`src/rtl/melody_sequencer_pkg.sv`:
```
// Shared definitions for the melody sequencer: note coding, song ROM entry layout
// and the melody state encoding.
package melody_sequencer_pkg;

    typedef enum logic [3:0] {
        NOTE_REST = 4'd0,
        NOTE_C1   = 4'd1,
        NOTE_D1   = 4'd2,
        NOTE_E1   = 4'd3,
        NOTE_F1   = 4'd4,
        NOTE_G1   = 4'd5,
        NOTE_A1   = 4'd6,
        NOTE_B1   = 4'd7
    } note_e;

    localparam int          NOTE_OCT_BIT = 3;
    localparam int          FIELD_W      = 4;
    localparam int          ENTRY_NOTE_LSB = 4;
    localparam int          ENTRY_DUR_LSB  = 0;
    localparam logic [3:0]  END_MARK     = 4'd0;

    typedef enum logic [1:0] {
        MEL_IDLE  = 2'd0,
        MEL_FETCH = 2'd1,
        MEL_PLAY  = 2'd2,
        MEL_GAP   = 2'd3
    } mel_state_e;

    function automatic logic [7:0] rom_entry(input logic [3:0] note, input logic [3:0] dur);
        return {note, dur};
    endfunction

endpackage

```
`src/rtl/melody_sequencer_song_rom.sv`:
```
// Combinational song table: {note, dur} per entry, dur of zero marks the end.
module song_rom
    import melody_sequencer_pkg::*;
#(
    parameter int ADDR_W = 5
) (
    input  logic [ADDR_W-1:0] addr_i,
    output logic [7:0]        entry_o
);

    always_comb begin
        entry_o = rom_entry(NOTE_REST, END_MARK);
        case (addr_i)
            ADDR_W'(0): entry_o = rom_entry(NOTE_C1, 4'd2);
            ADDR_W'(1): entry_o = rom_entry(NOTE_E1, 4'd1);
            ADDR_W'(2): entry_o = rom_entry(NOTE_REST, END_MARK);
            // spare slot past the end marker, reserved for a longer tune
            ADDR_W'(3): entry_o = rom_entry(NOTE_C1 | (4'd1 << NOTE_OCT_BIT), 4'd1);
            default:    entry_o = rom_entry(NOTE_REST, END_MARK);
        endcase
    end

endmodule

```
`src/rtl/melody_sequencer.sv`:
```
// Plays the song ROM onto the tone generator note port, with a pre-emptive
// sound-effect channel that freezes the melody while it sounds.
module melody_sequencer
    import melody_sequencer_pkg::*;
#(
    parameter int TICK_DIV  = 15625,
    parameter int GAP_TICKS = 1,
    parameter int ADDR_W    = 5
) (
    input  logic              clk_i,
    input  logic              rst_n_i,
    input  logic              play_i,
    input  logic              stop_i,
    input  logic              loop_i,
    input  logic              sfx_req_i,
    input  logic [3:0]        sfx_note_i,
    input  logic [3:0]        sfx_dur_i,
    output logic              sfx_ack_o,
    output logic [3:0]        note_o,
    output logic              busy_o,
    output logic              song_end_o,
    output logic [ADDR_W-1:0] addr_o
);

    logic [15:0]       tick_cnt_q, tick_cnt_d;
    logic              tick;

    mel_state_e        mel_q;
    logic [ADDR_W-1:0] addr_q;
    logic              wrap_q;
    logic [3:0]        cur_note_q;
    logic [3:0]        dur_cnt_q;
    logic [7:0]        gap_cnt_q;

    logic              sfx_active_q;
    logic [3:0]        sfx_note_q;
    logic [3:0]        sfx_cnt_q;

    logic [3:0]        note_q;
    logic              busy_q;
    logic              song_end_q;

    logic [7:0]        entry;
    logic [3:0]        rom_note, rom_dur;
    logic              at_end;

    song_rom #(.ADDR_W(ADDR_W)) u_rom (
        .addr_i  (addr_q),
        .entry_o (entry)
    );

    assign rom_note = entry[ENTRY_NOTE_LSB +: FIELD_W];
    assign rom_dur  = entry[ENTRY_DUR_LSB  +: FIELD_W];
    // stepping off the top of the ROM is treated as hitting an end marker
    assign at_end   = wrap_q | (rom_dur == END_MARK);

    assign tick       = (tick_cnt_q == 16'(TICK_DIV - 1));
    assign tick_cnt_d = tick ? 16'd0 : tick_cnt_q + 16'd1;

    always_ff @(posedge clk_i or negedge rst_n_i) begin
        if (!rst_n_i) tick_cnt_q <= 16'd0;
        else          tick_cnt_q <= tick_cnt_d;
    end

    assign sfx_ack_o = sfx_req_i & ~sfx_active_q;

    always_ff @(posedge clk_i or negedge rst_n_i) begin
        if (!rst_n_i) begin
            sfx_active_q <= 1'b0;
            sfx_note_q   <= 4'd0;
            sfx_cnt_q    <= 4'd0;
        end else if (sfx_active_q) begin
            if (tick) begin
                if (sfx_cnt_q <= 4'd1) sfx_active_q <= 1'b0;
                else                   sfx_cnt_q    <= sfx_cnt_q - 4'd1;
            end
        end else if (sfx_req_i) begin
            sfx_active_q <= 1'b1;
            sfx_note_q   <= sfx_note_i;
            sfx_cnt_q    <= (sfx_dur_i == 4'd0) ? 4'd1 : sfx_dur_i;
        end
    end

    always_ff @(posedge clk_i or negedge rst_n_i) begin
        if (!rst_n_i) begin
            mel_q      <= MEL_IDLE;
            addr_q     <= '0;
            wrap_q     <= 1'b0;
            cur_note_q <= 4'd0;
            dur_cnt_q  <= 4'd0;
            gap_cnt_q  <= 8'd0;
            note_q     <= 4'd0;
            busy_q     <= 1'b0;
            song_end_q <= 1'b0;
        end else begin
            song_end_q <= 1'b0;
            note_q     <= sfx_active_q ? sfx_note_q
                        : (mel_q == MEL_PLAY) ? cur_note_q : NOTE_REST;
            busy_q     <= (mel_q != MEL_IDLE) | sfx_active_q;

            if (stop_i) begin
                mel_q  <= MEL_IDLE;
                addr_q <= '0;
                wrap_q <= 1'b0;
            end else if (play_i) begin
                mel_q  <= MEL_FETCH;
                addr_q <= '0;
                wrap_q <= 1'b0;
            end else if (!sfx_active_q) begin
                unique case (mel_q)
                    MEL_IDLE: ;
                    MEL_FETCH: begin
                        if (at_end) begin
                            addr_q <= '0;
                            wrap_q <= 1'b0;
                            // an end marker at entry 0 must not loop forever
                            if (!(loop_i && (addr_q != '0))) begin
                                mel_q      <= MEL_IDLE;
                                song_end_q <= 1'b1;
                            end
                        end else begin
                            cur_note_q <= rom_note;
                            dur_cnt_q  <= rom_dur;
                            mel_q      <= MEL_PLAY;
                        end
                    end
                    MEL_PLAY: begin
                        if (tick) begin
                            if (dur_cnt_q <= 4'd1) begin
                                if (GAP_TICKS > 0) begin
                                    mel_q     <= MEL_GAP;
                                    gap_cnt_q <= 8'(GAP_TICKS);
                                end else begin
                                    mel_q <= MEL_FETCH;
                                    if (addr_q == '1) wrap_q <= 1'b1;
                                    else              addr_q <= addr_q + ADDR_W'(1);
                                end
                            end else begin
                                dur_cnt_q <= dur_cnt_q - 4'd1;
                            end
                        end
                    end
                    MEL_GAP: begin
                        if (tick) begin
                            if (gap_cnt_q <= 8'd1) begin
                                mel_q <= MEL_FETCH;
                                if (addr_q == '1) wrap_q <= 1'b1;
                                else              addr_q <= addr_q + ADDR_W'(1);
                            end else begin
                                gap_cnt_q <= gap_cnt_q - 8'd1;
                            end
                        end
                    end
                    default: mel_q <= MEL_IDLE;
                endcase
            end
        end
    end

    assign note_o     = note_q;
    assign busy_o     = busy_q;
    assign song_end_o = song_end_q;
    assign addr_o     = addr_q;

endmodule

```
`config.mk`:
```
export PLATFORM = sky130hd
export DESIGN_NAME = melody_sequencer
export DESIGN_NICKNAME = d
export VERILOG_FILES = /design/src/rtl/melody_sequencer_pkg.sv /design/src/rtl/melody_sequencer_song_rom.sv /design/src/rtl/melody_sequencer.sv
export SDC_FILE = /design/constraint.sdc
export NUM_CORES = 1
export LEC_CHECK = 0
export BUFFER_PORTS_ARGS = -buffer_cell sky130_fd_sc_hd__buf_2
export CAP_MARGIN = 20
export CORE_MARGIN = 2
export CORE_UTILIZATION = 40
export CTS_BUF_LIST = sky130_fd_sc_hd__clkbuf_16
export CTS_CLUSTER_DIAMETER = 100
export DETAILED_ROUTE_END_ITERATION = 16
export PLACE_DENSITY = 0.66
export SLEW_MARGIN = 20
export SYNTH_ARGS = -nofsm -noshare
export SYNTH_HDL_FRONTEND = slang
export SYNTH_SLANG_ARGS = --single-unit
```
`constraint.sdc`:
```
create_clock -name clk_i -period 4.8 [get_ports clk_i]
set_input_delay 0.24 -clock clk_i [delete_from_list [all_inputs] [get_ports clk_i]]
set_output_delay 0.24 -clock clk_i [all_outputs]
set_load 0.03 [all_outputs]
```
Word-level counts from Yosys, hierarchy flattened
Cells that the tools add are included.
Word-level totals
  register bits: 55
  input bits: 14
  word-level logic and storage cells: 125
Cells by class
  $add $sub $neg: 5
  magnitude comparators: 3
  equality and inequality tests: 24
  multiplexer cells: 54
  bitwise operators: 7
  reduce and logical (&&, ||, !) cells: 19
Operator list (number)
  2-to-1 mux 4 bit: 10
  2-to-1 mux 5 bit: 7
  2-to-1 mux 8 bit: 4
  != test 4 bit, second input constant: 6
  one-hot mux 8 bit (3 select lines): 1
  2-to-1 mux 2 bit: 9
  2-to-1 mux 1 bit: 17
  adder 16 x 1 -> 16 bit, second input constant: 1
  equality test 16 x 14 -> 1 bit, second input constant: 1
  2-to-1 mux 16 bit: 1
  one-hot mux 8 bit (2 select lines): 1
  != test 2 bit, second input constant: 7
  AND reduction 7 bit: 2
  AND reduction 6 bit: 2
  one-hot mux 5 bit (2 select lines): 1
  nonzero test 5 bit: 2
  less-or-equal comparator 4 x 1 -> 1 bit, second input constant: 2
  less-or-equal comparator 8 x 1 -> 1 bit, second input constant: 1
  zero test 4 bit: 2
  one-hot mux 4 bit (2 select lines): 1
  AND reduction 8 bit: 1
  nonzero test 2 bit: 4
  subtractor 4 x 1 -> 4 bit, second input constant: 2
  subtractor 8 x 1 -> 8 bit, second input constant: 1
  21 further kinds: 26

Depth between registers and ports, before layout
  depth after elaboration: 9
  gate-level depth with buffers: 9
  mapped depth without buffers: 7

Hierarchy
From an unflattened synthesis, not the netlist that was laid out.
Unflattened totals
  cells, all modules: 315
  area total of the unflattened synthesis: 3119.2 µm²
Modules (own cells, without submodules)
  melody_sequencer: instances 1, cells each 303, area an instance 3031.7 µm², sequential area each 1376.3 µm²
  song_rom: instances 1, cells each 12, area an instance 87.6 µm², sequential area each 0.0 µm²

Least setup slack after synthesis
No wires, ideal clock.
  kind: flip-flop to flip-flop
  start point: register tick_cnt_q[0]
  end point: register gap_cnt_q[2]
  library setup time: 0.121 ns
  arrival time: 2.184 ns
  data required time: 4.679 ns
  slack: 2.495 ns
  stages on the path, launching flop included: 10
  buffers on the path: 2
  clock period less this slack: 2.305 ns
  path through: dfrtp_1 inv_1 ha_1 nor4b_1 nand4_1 or4_1 buf_2 or2_1 buf_6 a22o_1
On the way
  word-level cells in the longest chain between the ends: 3
  elaborated cells between the ends (all ways): 4
  those cells by class: eq/ne (3); reduce/logical (1)
Ends and longest elaborated chain
  start, declared: line melody_sequencer.sv:25  | logic [15:0] tick_cnt_q, tick_cnt_d;
  start signal, assigned: line melody_sequencer.sv:62  | else tick_cnt_q <= tick_cnt_d;
  equality test 16 x 14 -> 1 bit (*): line melody_sequencer.sv:57  | assign tick = (tick_cnt_q == 16'(TICK_DIV - 1));
  != test 2 bit (no source line)
  AND reduction 8 bit (no source line) (*)
  end signal, assigned: line melody_sequencer.sv:132  | gap_cnt_q <= 8'(GAP_TICKS);
  end signal, assigned: line melody_sequencer.sv:150  | gap_cnt_q <= gap_cnt_q - 8'd1;
  end, declared: line melody_sequencer.sv:33  | logic [7:0] gap_cnt_q;
Every way passes the cells marked *; elsewhere a longest branch is shown, timed or not.
A chain may end at the register's enable or synchronous reset.

Worst setup path after layout
  start point: register tick_cnt_q[0]
  end point: register gap_cnt_q[7]
The elaborated chain is that of the path after synthesis.

==> flow_summary.ini <==
[floorplanning]
core_sq_um = 7290
die_span_in_x_um = 91.0
floorplan.die.height_um = 91.0
floorplan.die_area_sq_um = 8280
ios = 26
fp-row-count = 31
initial_utilization_pct = 41.5

[routing]
num_vias = 2416
route.detailed.wl_per_inst_um = 14.6
detailedRoute.firstIterationViolations = 99
route.antenna.remaining_nets = 0
detailedRoute.firstPassIterationCount = 4
drc_errors = 0
post_drt_via_cell_ratio = 5.48
totalWireLength_um = 6450

[clocking]
h_tree_levels = 2
clock_tree.root_cell = clkbuf_16
cts_tree = yes
cts-resized-gates = 0
cts-hold-fix-buffers = 0
clkSinkCount = 54
max-clock-path-buffers = 2
worst_setup_hold_path_clk_slew_ns = 0.07
postCtsSetupBuffers = 0
clock_insertion_delay_worst_skew_ns = 0.30
cts-buffers-inserted = 5

[worst_setup_path]
required_worst_endpoint_ns = 4.98
critical_path.startpoint = tick_cnt_q[0]$_DFF_PN0_
worstSetupPathType = reg -> reg
critPathBufInv = 1
timing.critical_path.max_delay_family = simple AND/OR/NAND/NOR gates
worstReg2RegStart = tick_cnt_q[0]$_DFF_PN0_
crit_path_cell_trace = inv_1, ha_1, nor4b_1, nand4_1, or4_1, or2_1, a22o_1
cp_data_arrival_time_ns = 2.79
crit_path_start_kind = register
timing.critical_path.to_type = register
ff2ff_setup_slack_ns = 2.19
critical_path_max_stage_delay_ns = 0.73
critical_path.max_fanout = 9
crit_slowest_cell = or4_1

[final_layout]
finalNetCount = 371
layout.core_utilization_pct = 46.9
layout_commonest_cell = dfrtp_1
fillCellCount = 732
layout_common_cells = 54 x dfrtp_1, 32 x nand2_1, 25 x buf_2
num_antenna_cells = 0
layout_cell_share_with_drive_strength_beyond_1_pct = 13.2
flow.area_growth_from_synthesis_pct = 13.0

[sta]
final_min_period_over_clock_period_pct = 54.4
relSlewSlack_pct = 54.7
finalSetupViolations = 0
finalCriticalPeriod_ns = 2.61
tightest_slew_ns = 0.680
final-hold-violation-count = 0
final-max-slew-violation-count = 0
timing_limited_maximum_frequency_mhz = 383
grt_setup_unrepaired = no
clock-skew-final_ns = 0.00615
setup-tns-final_ns = 0

[status]
outcome = completed

[yosys]
seq_cells_post_synth = 54
synth_top_cells_by_area = dfrtp_1 45%, ha_1 6.6%, nand2_1 4.0%
netlist-cell-type-count = 54
synthesis.area_sq_um = 3030
synth_nets = 346
share_of_the_yosys_chip_area_belonging_to_registers_pct = 44.6
avg_inst_size_synth_sq_um = 9.58
async_reset_ff_share_pct = 100
yosysTopAreaCellShare_pct = 44.6
number_of_enable_flip_flop_cells_after_synthesis = 0
yosysTopAreaCell = dfrtp_1
predominant_post_synthesis_flop_cell = dfrtp_1
cells_after_synth = 316
yosys_warnings = 0

[global_routing]
groute.usage.overall_pct = 16.5
first_global_vias = 2430
initial_antenna_violation_count = 0
grt-ovfl-total = 0
grt_pass1_wl_um = 11300
grt_start_max_net_pins = 55

[placed_design]
port-buffer-count = 25
dp_hpwl_um = 4570
gp_congestion = 0.807

[hold_path]
min_path_type = in -> async

[power_and_ir_drop]
static-leakage-power_nw = 1.57
power.density_cell_area_nw_per_um2 = 287
vdd.ir_drop.worst_uv = 140

[job]
max-cap-violations = 0
## final timing paths
kind | end | depth (start not counted)
max | gap_cnt_q[7]$_DFFE_PN0P_ | 7
max reg2reg | gap_cnt_q[7]$_DFFE_PN0P_ | 7
min reg2reg | sfx_note_q[2]$_DFFE_PN0P_ | 2
min | tick_cnt_q[5]$_DFF_PN0_ | 2
min in group clk_i | sfx_note_q[3]$_DFFE_PN0P_ | 3
max in group asynchronous | addr_o[4]$_DFFE_PN0P_ | 2
## registers in the layout (all words and copies together), names as in the netlist
| signal | cells |
|---|---|
| song_end_o | 1 |
| dur_cnt_q | 4 |
| mel_q | 2 |
| tick_cnt_q | 16 |
| sfx_cnt_q | 4 |
| gap_cnt_q | 8 |
| busy_o | 1 |
| cur_note_q | 3 |
| sfx_active_q | 1 |
| addr_o | 5 |
| wrap_q | 1 |
| note_o | 4 |
| sfx_note_q | 4 |
## per-stage QoR
step                instances  setup WS, ns  hold WS [ns]  power [W]  area (sq um)
floorplan                 316          2.49       -0.0556   0.000537          3030
global placement          433          2.33         0.416   0.000569          3250
detailed placement        433          2.24         0.424   0.000571          3250
CTS                       441          2.18         0.105   0.000999          3420
global route              441          1.99         0.131    0.00103          3420
finish                    441          2.19        0.0761   0.000983          3420
## synth_stat cells, types with 2 or more instances
cell type  count
xor2_1         6
inv_1         19
a31oi_1        2
a22o_1         9
or3_1          7
o22a_1         2
nand4_1        6
and4_1         3
and2_1         6
and3_1         7
nor2_1        22
nor4_1         4
o41ai_1        2
nor2b_1        2
nor3_1         7
a21oi_1       10
ha_1          16
o2bb2ai_1      2
o21bai_1       2
nor4b_1        4
dfrtp_1       54
o21a_1         2
xnor2_1        8
or4_1          3
nand3_1        9
o221a_2        3
nand2b_1       8
nand2_1       32
clkbuf_1       6
or2_2          3
o31ai_1        9
a211oi_1       2
o21ai_0       18
## per-layer routing
metal	vias to the layer above	share of wire [%]	global-route usage [%]
met5	-	0	0
met4	0	2.0	5.68
met3	10	3.1	2.32
met2	43	48	26.9
met1	1173	47	22.6
li1	1190	-	-
## where the power goes
group / total, W / switching [W] / internal (W) / leakage [nW]
registers: 0.000481 / 0.0000108 / 0.000470 / 0.693
clock network: 0.000422 / 0.000172 / 0.000250 / 0.0848
logic: 0.0000804 / 0.0000502 / 0.0000301 / 0.797
total: 0.000983 / 0.000233 / 0.000750 / 1.57
## cells by family (layout without fill, tap and decap cells)
logic type      Yosys count  after routing  synth area share, %
compound gates           72             72                 16.9
xor+xnor                 14             14                 4.05
fa+ha+maj                16             16                 6.61
simple gates            130            130                 23.4
buf+inv                  28             54                 3.76
flops                    54             54                 44.6
mux                       2              2                0.702
## layout make-up
class	instances	area [sq um]	share of cell area, %
Tap cell	99	124	3.62
Multi-Input combinational cell	234	1560	45.7
Clock buffer	5	125	3.66
Inverter	19	71.3	2.08
Sequential cell	54	1350	39.5
Timing Repair Buffer	27	140	4.10
Clock inverter	3	47.5	1.39
(Power assumes the default switching activity.)
